--- src/rtl/memwb_pkg.sv ---
// Shared types and constants for the MEM/WB skid stage.
package memwb_pkg;

    typedef enum logic [1:0] {
        EMPTY = 2'd0,
        FULL  = 2'd1,
        SKID  = 2'd2
    } skid_state_e;

    localparam int WB_MEMTOREG_BIT = 0;
    localparam int WB_REGWRITE_BIT = 1;

    localparam int DEF_DATA_W = 32;
    localparam int DEF_ADDR_W = 5;
    localparam int DEF_CTRL_W = 2;

    typedef struct packed {
        logic [DEF_CTRL_W-1:0] wb_ctrl;
        logic [DEF_DATA_W-1:0] read_data;
        logic [DEF_DATA_W-1:0] alu_result;
        logic [DEF_ADDR_W-1:0] rd_addr;
    } memwb_payload_t;

endpackage

--- src/rtl/pipe_skid_buf.sv ---
// Generic 2-entry skid buffer: main register M feeds the output, S absorbs
// the one extra entry accepted while ready_o is still registered high.
module pipe_skid_buf
    import memwb_pkg::*;
#(
    parameter int PAYLOAD_W = 71
) (
    input  logic                 clk_i,
    input  logic                 rst_n_i,
    input  logic                 flush_i,
    input  logic                 valid_i,
    output logic                 ready_o,
    input  logic [PAYLOAD_W-1:0] data_i,
    output logic                 valid_o,
    input  logic                 ready_i,
    output logic [PAYLOAD_W-1:0] data_o
);

    skid_state_e          state_q, state_d;
    logic [PAYLOAD_W-1:0] m_q, m_d, s_q, s_d;
    logic                 valid_q, valid_d, ready_q, ready_d;
    logic                 in_fire, out_fire;

    assign in_fire  = valid_i & ready_q;
    assign out_fire = valid_q & ready_i;

    always_comb begin
        state_d = state_q;
        m_d     = m_q;
        s_d     = s_q;
        if (flush_i) begin
            state_d = EMPTY;
        end else begin
            unique case (state_q)
                EMPTY: if (in_fire) begin
                    m_d     = data_i;
                    state_d = FULL;
                end
                FULL: begin
                    if (in_fire && out_fire) begin
                        m_d = data_i;
                    end else if (out_fire) begin
                        state_d = EMPTY;
                    end else if (in_fire) begin
                        s_d     = data_i;
                        state_d = SKID;
                    end
                end
                SKID: if (out_fire) begin
                    m_d     = s_q;
                    state_d = FULL;
                end
                default: state_d = EMPTY;
            endcase
        end
        // Handshake outputs are registered from the next state.
        valid_d = (state_d != EMPTY);
        ready_d = (state_d != SKID);
    end

    always_ff @(posedge clk_i or negedge rst_n_i) begin
        if (!rst_n_i) begin
            state_q <= EMPTY;
            m_q     <= '0;
            s_q     <= '0;
            valid_q <= 1'b0;
            ready_q <= 1'b1;
        end else begin
            state_q <= state_d;
            m_q     <= m_d;
            s_q     <= s_d;
            valid_q <= valid_d;
            ready_q <= ready_d;
        end
    end

    assign valid_o = valid_q;
    assign ready_o = ready_q;
    assign data_o  = m_q;

endmodule

--- src/rtl/memwb_skid_stage.sv ---
// MEM/WB pipeline register with valid/ready skid buffering, flush and zero-register
// write masking. Define MEMWB_PERF_CNT_EN to add stall/flush performance counters.
module memwb_skid_stage
    import memwb_pkg::*;
#(
    parameter int DATA_W        = 32,
    parameter int ADDR_W        = 5,
    parameter int CTRL_W        = 2,
    parameter int ZERO_REG_MASK = 1
) (
    input  logic              clk_i,
    input  logic              rst_n_i,
    input  logic              flush_i,
    input  logic              valid_i,
    output logic              ready_o,
    input  logic [CTRL_W-1:0] wb_ctrl_i,
    input  logic [DATA_W-1:0] read_data_i,
    input  logic [DATA_W-1:0] alu_result_i,
    input  logic [ADDR_W-1:0] rd_addr_i,
    output logic              valid_o,
    input  logic              ready_i,
    output logic [CTRL_W-1:0] wb_ctrl_o,
    output logic [DATA_W-1:0] read_data_o,
    output logic [DATA_W-1:0] alu_result_o,
`ifdef MEMWB_PERF_CNT_EN
    output logic [31:0]       stall_cnt_o,
    output logic [31:0]       flush_cnt_o,
`endif
    output logic [ADDR_W-1:0] rd_addr_o
);

    localparam int PAYLOAD_W = CTRL_W + 2*DATA_W + ADDR_W;

    logic [CTRL_W-1:0]    ctrl_in;
    logic [PAYLOAD_W-1:0] pl_in, pl_out;

    // Masking at the input covers both M and S loads.
    always_comb begin
        ctrl_in = wb_ctrl_i;
        if ((ZERO_REG_MASK != 0) && (rd_addr_i == '0))
            ctrl_in[WB_REGWRITE_BIT] = 1'b0;
    end

    assign pl_in = {ctrl_in, read_data_i, alu_result_i, rd_addr_i};

    pipe_skid_buf #(.PAYLOAD_W(PAYLOAD_W)) u_buf (
        .clk_i   (clk_i),
        .rst_n_i (rst_n_i),
        .flush_i (flush_i),
        .valid_i (valid_i),
        .ready_o (ready_o),
        .data_i  (pl_in),
        .valid_o (valid_o),
        .ready_i (ready_i),
        .data_o  (pl_out)
    );

    assign {wb_ctrl_o, read_data_o, alu_result_o, rd_addr_o} = pl_out;

`ifdef MEMWB_PERF_CNT_EN
    logic [31:0] stall_cnt_q, flush_cnt_q;

    // Saturating counters; valid_o high is equivalent to state != EMPTY.
    always_ff @(posedge clk_i or negedge rst_n_i) begin
        if (!rst_n_i) begin
            stall_cnt_q <= '0;
            flush_cnt_q <= '0;
        end else begin
            if (valid_o && !ready_i && (stall_cnt_q != 32'hFFFF_FFFF))
                stall_cnt_q <= stall_cnt_q + 32'd1;
            if (flush_i && valid_o && (flush_cnt_q != 32'hFFFF_FFFF))
                flush_cnt_q <= flush_cnt_q + 32'd1;
        end
    end

    assign stall_cnt_o = stall_cnt_q;
    assign flush_cnt_o = flush_cnt_q;
`endif

endmodule

--- config.mk ---
export PLATFORM = sky130hd
export DESIGN_NAME = memwb_skid_stage
export DESIGN_NICKNAME = d
export VERILOG_FILES = /design/src/rtl/memwb_pkg.sv /design/src/rtl/pipe_skid_buf.sv /design/src/rtl/memwb_skid_stage.sv
export SDC_FILE = /design/constraint.sdc
export NUM_CORES = 1
export LEC_CHECK = 0
export ABC_AREA = 1
export CAP_MARGIN = 10
export CORE_ASPECT_RATIO = 0.75
export CORE_UTILIZATION = 45
export CTS_CLUSTER_DIAMETER = 30
export DETAILED_ROUTE_END_ITERATION = 7
export PLACE_DENSITY = 0.85
export RECOVER_POWER = 50
export SYNTH_ARGS = -nofsm -noshare
export SYNTH_HDL_FRONTEND = slang
export SYNTH_SLANG_ARGS = --single-unit
--- constraint.sdc ---
create_clock -name clk_i -period 2.4 [get_ports clk_i]
set_clock_uncertainty 0.15 [all_clocks]
set_input_delay 0.48 -clock clk_i [delete_from_list [all_inputs] [get_ports clk_i]]
set_output_delay 0.48 -clock clk_i [all_outputs]
set_load 0.02 [all_outputs]
== Word-level counts from Yosys, hierarchy flattened ==
Cells that the tools add are included.
Operators by class
  mux-type cells: 12
  equal/unequal tests: 6
  reductions and logical operators: 7
  bitwise gates (word level): 5
Operators with widths (count)
  two-way mux 71 bit: 3
  one-hot mux 71 bit (3 select lines): 1
  two-way mux 2 bit: 6
  AND reduction 5 bit: 2
  != test 2 x 1 -> 1 bit, second input constant: 3
  one-hot mux 2 bit (3 select lines): 1
  zero test 5 bit: 1
  inverter 1 bit: 3
  nonzero test 3 bit: 1
  AND 1 bit: 2
  == test 2 x 1 -> 1 bit, second input constant: 1
  == test 2 bit, second input constant: 1
  zero test 2 bit: 1
  != test 2 bit, second input constant: 1
  nonzero test 2 bit: 1
  logical AND 1 bit: 1
  two-way mux 1 bit: 1
Storage, ports and cells
  input port bits: 76
  logic and storage cells: 35
  output and inout port bits: 73
  register bits: 146

== Logic depth before layout (Yosys ltp) ==
Gate-level depths: netlist of the first run.
  word-level depth: 7
  gate-level depth with buffers: 8
  mapped depth without buffers: 6

== By module ==
A second synthesis of the first run with hierarchy kept.
Unflattened totals
  cells, all modules: 929
  area, all modules: 7254.5 um^2
Modules (own cells, without submodules)
  pipe_skid_buf: times used 1, cells an instance 923, seq. area each 3654.8 um^2, area each 7230.7 um^2
  memwb_skid_stage: times used 1, cells an instance 6, seq. area each 0.0 um^2, area each 23.8 um^2

== Worst setup path after synthesis of the first run ==
Ideal clock, no wire load.
  path type: register to register
  start: reg u_buf.ready_q (netlist: u_buf.ready_o)
  end: reg u_buf.s_q[30]
  library setup time: 124 ps
  data arrival time: 1330 ps
  setup slack: 797 ps
  stages on the path, launching flop included: 8
  data required time: 2126 ps
  cells stage by stage: dfstp_2 > nand2_1 > nor2_1 > nand3_2 > buf_4 > buf_2 > nor2_1 > a21oi_1
Between the ends
  cells in the longest elaborated chain, start to end: 4
RTL lines
  from (decl): RTL line pipe_skid_buf.sv:21  | logic valid_q, valid_d, ready_q, ready_d;
  from (signal assigned): RTL line pipe_skid_buf.sv:73  | ready_q <= ready_d;
  AND 1 bit *: RTL line pipe_skid_buf.sv:24  | assign in_fire = valid_i & ready_q;
  logical AND 1 bit: RTL line pipe_skid_buf.sv:40  | if (in_fire && out_fire) begin
  inverter 1 bit (no source line)
  AND reduction 5 bit (no source line) *
  to (signal assigned): RTL line pipe_skid_buf.sv:65  | s_q <= '0;
  to (signal assigned): RTL line pipe_skid_buf.sv:71  | s_q <= s_d;
  to (decl): RTL line pipe_skid_buf.sv:20  | logic [PAYLOAD_W-1:0] m_q, m_d, s_q, s_d;
Mark *: on every way between the ends. The rest lies on a longest branch, timed or not.
A chain may end at the register's enable or synchronous reset.

== Final worst setup path of the first run ==
  start: reg u_buf.ready_q (netlist: u_buf.ready_o)
  end: out ready_o
RTL lines
  to (decl): RTL line memwb_skid_stage.sv:15  | output logic ready_o,
No word-level cell between the ends.

==> results.md, run 1 <==
- Antenna violations before repair: 0
- Delay-heaviest family, CP: buffers and inverters
- Share of layout cells above drive strength 1: 5.47%
- Final hold vios: 0
- Setup violators final: 0
- Critical path fanouts, max: 2
- Cells after DPL: 997
- Crit path launch type: flop
- GRT Util Overall: between 20 and 25%
- Die area: about 0.014 mm2
- Switch Pwr: 3.97 mW
- CTS Buf Count: 17
- Met2 routed WL: 5850 um
- Number of global-route vias before repair: 4600
- HP Start: u_buf.data_o[70]
- WS Path Type: reg -> out
- Global-route wire length before repair: between 20000 and 25000 um
- Area share of the largest cell type after synthesis: between 50% and 60%
- Crit path cell chain: clkdlybuf4s50_1
- Synth top area cells: dfrtp_1, o21ai_1, nand2_1
- Later-pin clock latency in the skew report: between 0.4 and 0.5 ns
- H-tree lvl count: 4
- Area Overhead vs Synth: 35.8%
- Drt wl/cell: ~13 um
- Reg2Reg Launch Point: u_buf.valid_o
- Leakage Power: approximately 4.1 nW
- Crit end category: primary output
- Clock Path Buffers: 2
- Die W: 137 um
- Clock sink total: approximately 150
- M1 wire length: 6510 um
- Post-DP Area: between 0.007 and 0.008 mm2
- WL met3: 904 um
- N_diodes: 0
- Arrival @ worst endpoint: between 1.5 and 2 ns
- Max IR drop VDD: roughly 790 uV
- # nets final: about 920
- Die H: 103 um
- Actual transition at the worst max-transition pin: 1.00 ns
- Multi-input gate area: approximately 0.0020 mm2
- HP Class: reg -> reg
- Drt first-iter violations: ~300
- Hold Crit Depth: 2
- Total Negative Setup Slacks: 0 ns
- Seq/Total Area, Yosys: approximately 59%
- Hold EP: u_buf.data_o[70]
- Util after Layout: 63.5%
- FF+latch count, synth: approximately 150
- Fin crit share: between 80% and 90%
- R2R depth: 6
- PwrDens: around 1300 mW/mm2
- Final ANT Viol Nets: 0
- Grt ovf: 0
- Final RePlAce weighted congestion: approximately 0.77
- Port buffer count: 148
- Fmax: ~470 MHz
- DRT Pass-1 Iters: 7
- Req. time, crit path: 1.77 ns
- Syn Nets: 790
- Register area: approximately 0.0037 mm2
- Via count: about 5.0k
- Total core area: 0.0132 mm2
- Hpwl dp: ~8800 um
- Int Pwr: a little over 7 mW
- Root Buffer: clkbuf_16
- Status: finished clean
- Final Max Tran Viols: 0
- Synth area leader: dfrtp_1
- Mapped Area: ~0.006 mm2
- DRC violations left: 0
- CP peak stage delay: about 0.6 ns
- Net switching share of the total power: about 36%
- Mapped Avg Cell Area: 8.62 um2
- RSZ-0062 raised after global routing: no
- R2R setup slack: ~0.47 ns
- Fillers: between 1k and 1.5k
- IO Count: between 100 and 150
- TritonCTS clock tree: yes
- Logic gate share of total power: 38.2%
- Final Critical Period: between 2 and 2.5 ns
- Number of max-cap violations: 0
- Initial Util: between 40% and 50%
- Cell variety after synth: 18
- Clock Power Share: 24.0%
- Setup Buffers After CTS: 0
- Uppermost routed layer: met4
- Drt total wl: between 10000 and 15000 um
- Rel. slew slack: between 30% and 40%
- Clk slew on worst S/H paths: approximately 0.06 ns
- Synth warn: 0
- Post-Syn Instances: a little over 700
- CP max-delay cell: clkdlybuf4s50_1
- Row count: 36
- Largest net degree at the start of global routing: 143
- Post-route cell area: around 0.0084 mm2
- RR Endpoint: u_buf.data_o[29]
- Routed vias/inst: 4.86
- Non-filler cells, final: roughly 1.0k
- CP bufs+invs: 1
- Sequential share of power: 37.7%
-- cell families (layout without fill, tap and decap cells) --
| kind of cell | count (synthesis) | count (layout) | share of synthesized area, % |
|---|---|---|---|
| simple gates | 234 | 234 | 14.6 |
| compound gates | 215 | 215 | 17.5 |
| buf+inv | 119 | 264 | 8.56 |
| flops | 146 | 146 | 59.4 |
-- worst register-to-register path: stages (launching register included) --
cell and delay [ns]:
dfrtp_1 0.37, nand2_1 0.16, o21ai_1 0.16, nand3_4 0.09
buf_4 0.62, nand2_1 0.19, o21ai_1 0.12
-- layout make-up --
| type | count | area share (%) |
|---|---|---|
| inverter | 74 | 3.32 |
| clock buffer | 19 | 5.30 |
| sequential | 146 | 43.7 |
| tap | 171 | 2.56 |
| multi-input combinational | 449 | 23.9 |
| clock inverter | 13 | 1.90 |
| timing repair buffer | 158 | 19.3 |
-- power by group through the flow --
stage / combinational (mW) / clock, mW / sequential (mW)
after floorplan: 1.91 / 0 / 4.82
after global placement: 4.21 / 0 / 4.16
after detailed placement: 4.35 / 0 / 4.20
after CTS: 4.36 / 2.72 / 4.18
after global routing: 4.72 / 2.84 / 4.31
final: 4.24 / 2.66 / 4.18
-- flip-flops by register name (all words and copies together), names as in the netlist --
signal and count:
u_buf.data_o 71, u_buf.ready_o 1, u_buf.s_q 71, u_buf.state_q 2, u_buf.valid_o 1
-- how the worst max path moves through the flow --
stage               cells past startpoint     startpoint  slack, ns               end
floorplan                               7  u_buf.ready_o       0.80     u_buf.s_q[30]
global placement                        7        ready_i       0.30  u_buf.data_o[24]
detailed placement                      7        valid_i       0.23     u_buf.s_q[30]
CTS                                     1  u_buf.ready_o       0.23           ready_o
global route                            3        rst_n_i       0.16  u_buf.data_o[67]
finish                                  1  u_buf.ready_o       0.26           ready_o
-- synthesized netlist by cell type --
cell      count
nand2_1     155
o21ai_1     146
dfrtp_1     145
nor2_1       74
inv_1        72
a21oi_1      67
buf_2        19
clkbuf_1     17
buf_6         7
inv_2         2
nand3_1       2
nand3_2       2
buf_1         1
buf_4         1
dfstp_2       1
nand2_2       1
o211ai_1      1
o21ai_0       1
-- placed cells by master (no fill, tap or decap), drive strengths merged --
master           n
dlygate4sd3      2
clkdlybuf4s50  146
dfstp            1
o211ai           1
o21ai          147
dfrtp          145
buf              7
clkinv           6
clkbuf          22
inv             75
clkinvlp         3
nand2          156
a21oi           67
nor2            74
nand3            4
bufinv           3
-- layer usage --
metal | global-route usage, % | vias up
met5 | 0 | -
met2 | 29.6 | 154
met1 | 29.2 | 2297
li1 | - | 2545
met3 | 5.46 | 11
met4 | 5.83 | 0
-- stage by stage --
| stage | setup WS, ns | hold slack, ns | power (mW) |
|---|---|---|---|
| finish | 0.257 | 0.330 | 11.1 |
| global route | 0.156 | 0.355 | 11.9 |
| CTS | 0.233 | 0.334 | 11.3 |
| detailed placement | 0.225 | 0.251 | 8.55 |
| global placement | 0.298 | 0.250 | 8.37 |
| floorplan | 0.797 | 0.0344 | 6.73 |
-- timing repair --
| action | CTS | global route |
|---|---|---|
| resized for setup | 0 | 0 |
| hold buffers | 1 | 0 |
| hold endpoints to repair | 32 | 0 |
Power figures use the tool's default switching activity.
==> run 2: changes to the inputs <==
--- a/config.mk
+++ b/config.mk
@@ -10,9 +10,11 @@
 export CORE_ASPECT_RATIO = 0.75
 export CORE_UTILIZATION = 45
 export CTS_CLUSTER_DIAMETER = 30
+export CTS_CLUSTER_SIZE = 16
 export DETAILED_ROUTE_END_ITERATION = 7
 export PLACE_DENSITY = 0.85
 export RECOVER_POWER = 50
+export SLEW_MARGIN = 20
 export SYNTH_ARGS = -nofsm -noshare
 export SYNTH_HDL_FRONTEND = slang
 export SYNTH_SLANG_ARGS = --single-unit
==> results of run 2 <==
The final DEF is identical to that of run 1; final timing and power are the same.
==> run 3: changes to the inputs <==
--- a/config.mk
+++ b/config.mk
@@ -14,6 +14,7 @@
 export DETAILED_ROUTE_END_ITERATION = 7
 export PLACE_DENSITY = 0.85
 export RECOVER_POWER = 50
+export SETUP_SLACK_MARGIN = 0.5
 export SLEW_MARGIN = 20
 export SYNTH_ARGS = -nofsm -noshare
 export SYNTH_HDL_FRONTEND = slang
==> results.md, run 3 (synthesis results as in run 1) <==
- Status: finished clean (unchanged)
- Final Max Tran Viols: 0 (unchanged)
- Crit path cell chain: dlygate4sd3_1 > a21oi_1 > nand3_4 > buf_12 > nand2_1 > o21ai_1 (was clkdlybuf4s50_1)
- WS Path Type: in -> reg (was reg -> out)
- Die W: 137 um (unchanged)
- Grt ovf: 0 (unchanged)
- GR Util met3: 5.46% (unchanged)
- Total core area: 0.0132 mm2 (unchanged)
- # nets final: 922 (unchanged)
- Clock Path Buffers: 2 (unchanged)
- Port buffer count: 148 (unchanged)
- Util after Layout: 63.0% (was 63.5%)
- Critical path fanouts, max: 86 (was 2)
- Most frequent cells in the layout: nand2_1, dfrtp_1, o21ai_1, nor2_1, clkdlybuf4s50_1 (was nand2_1, clkdlybuf4s50_1, dfrtp_1, o21ai_1, nor2_1)
- CP peak stage delay: 0.59 ns (about the same)
- R2R depth: 6 (unchanged)
- Die area: 0.0142 mm2 (unchanged)
- Req. time, crit path: 2.53 ns (was 1.77 ns)
- Placement Setup Slack: 0.225 ns (unchanged)
- Number of global-route vias before repair: 4615 (was 4600)
- Number of max-cap violations: 0 (unchanged)
- Clk slew on worst S/H paths: 0.05 ns (was 0.06 ns)
- Later-pin clock latency in the skew report: 0.41 ns (about the same)
- HP Start: u_buf.data_o[70] (unchanged)
- Area Overhead vs Synth: 34.7% (was 35.8%)
- Rel. slew slack: 33.5% (was 33.3%)
- Routed vias/inst: 4.86 (about the same)
- Final RePlAce weighted congestion: 0.770 (unchanged)
- GRT Util Overall: 20.2% (was 20.1%)
- TritonCTS clock tree: yes (unchanged)
- Met1 Track Usage GR: 29.2% (about the same)
- Die H: 103 um (unchanged)
- Leading cell type in the layout, fill and taps excluded: nand2_1 (unchanged)
- Global-route wire length before repair: 22200 um (was 22100 um)
- Global route hottest layer: met2 (unchanged)
- RR Endpoint: u_buf.s_q[30] (was u_buf.data_o[29])
- H-tree lvl count: 4 (unchanged)
- Setup violators final: 0 (unchanged)
- Drt first-iter violations: 285 (was 299)
- Hold Crit Depth: 2 (unchanged)
- PwrDens: 1290 mW/mm2 (was 1330 mW/mm2)
- IO Count: 149 (unchanged)
- Leakage Power: 4.28 nW (was 4.09 nW)
- Via count: 5008 (was 5007)
- Clock sink total: 146 (unchanged)
- Final hold vios: 0 (unchanged)
- Reg2Reg Launch Point: u_buf.ready_o (was u_buf.valid_o)
- Total Negative Setup Slacks: 0 ns (unchanged)
- Crit end category: flop (was primary output)
- Antenna violations before repair: 0 (unchanged)
- Non-filler cells, final: 1030 (unchanged)
- CTS Buf Count: 17 (unchanged)
- N_diodes: 0 (unchanged)
- DRT Pass-1 Iters: 6 (was 7)
- R2R setup slack: 0.64 ns (was 0.47 ns)
- Arrival @ worst endpoint: 1.96 ns (was 1.51 ns)
- Fin crit share: 76.3% (was 89.3%)
- Root Buffer: clkbuf_16 (unchanged)
- Worst setup margin: 0.568 ns (was 0.257 ns)
- Share of layout cells above drive strength 1: 5.59% (was 5.47%)
- HP Class: reg -> reg (unchanged)
- Hold EP: u_buf.data_o[70] (unchanged)
- CP max-delay cell: dlygate4sd3_1 (was clkdlybuf4s50_1)
- Drt wl/cell: 13.0 um (about the same)
- Max IR drop VDD: 873 uV (was 791 uV)
- Met2 Use GR: 29.8% (was 29.6%)
- Drt total wl: 13400 um (about the same)
- Largest net degree at the start of global routing: 143 (unchanged)
- Initial Util: 46.8% (unchanged)
- Crit path launch type: input pin (was flop)
- Row count: 36 (unchanged)
- Final ANT Viol Nets: 0 (unchanged)
- RSZ-0062 raised after global routing: no (unchanged)
- Cells after DPL: 997 (unchanged)
- Actual transition at the worst max-transition pin: 0.997 ns (was 1.00 ns)
- DRC violations left: 0 (unchanged)
- Final Critical Period: 1.83 ns (was 2.14 ns)
- Total power: 10.7 mW (was 11.1 mW)
- Hpwl dp: 8770 um (unchanged)
- Fmax: 546 MHz (was 467 MHz)
run 3: cell types whose count changed in the layout (fill, tap and decap cells not counted), sizes merged:
| cell | previous run | this run |
|---|---|---|
| clkdlybuf4s50 | 146 | 73 |
| dlygate4sd2 | 0 | 72 |
| buf | 7 | 9 |
| clkbuf | 22 | 21 |
run 3: area by class of cell:
cell class	count	area, um2
timing repair buffer	158	1550
clock buffer	19	443
fill	1106	4860
sequential	146	3650
tap	171	214
clock inverter	13	159
inverter	74	278
multi-input combinational	449	1990
run 3: worst max path at each step:
stage	from	to	depth (start not counted)
after floorplan	u_buf.ready_o	u_buf.s_q[30]	7
after global placement	ready_i	u_buf.data_o[24]	7
after detailed placement	valid_i	u_buf.s_q[30]	7
after CTS	u_buf.ready_o	ready_o	1
after global routing	rst_n_i	u_buf.data_o[67]	3
final	flush_i	u_buf.data_o[37]	6
run 3: what timing repair did:
action	CTS	global route
hold endpoints to repair	32	0
hold buffers	1	0
setup endpoints to repair	73	1
resized for setup	73	2
setup buffers	0	0
run 3: worst max-delay path: cells and delay by family:
kind                   cells  cell delay (ns)
buffers and inverters      2             0.82
AO/OA/AOI/OAI              2             0.36
AND/OR/NAND/NOR            2             0.25
run 3: metrics by stage:
stage / instance area, um2 / hold slack (ns)
after floorplan: 6160 / 0.0344
final: 8290 / 0.326
after detailed placement: 7780 / 0.251
after global routing: 8290 / 0.353
after CTS: 8300 / 0.329
after global placement: 7780 / 0.250
run 3: layer usage:
metal	routed length (um)	vias to the layer above
met2	5930	161
met4	52	0
met5	0	-
met3	905	6
met1	6490	2294
li1	-	2547
run 3: report_power, final:
part / internal (mW) / switching (mW)
Clock: 1.66 / 1.00
Sequential: 3.60 / 0.551
Combinational: 1.47 / 2.39
Total: 6.73 / 3.95
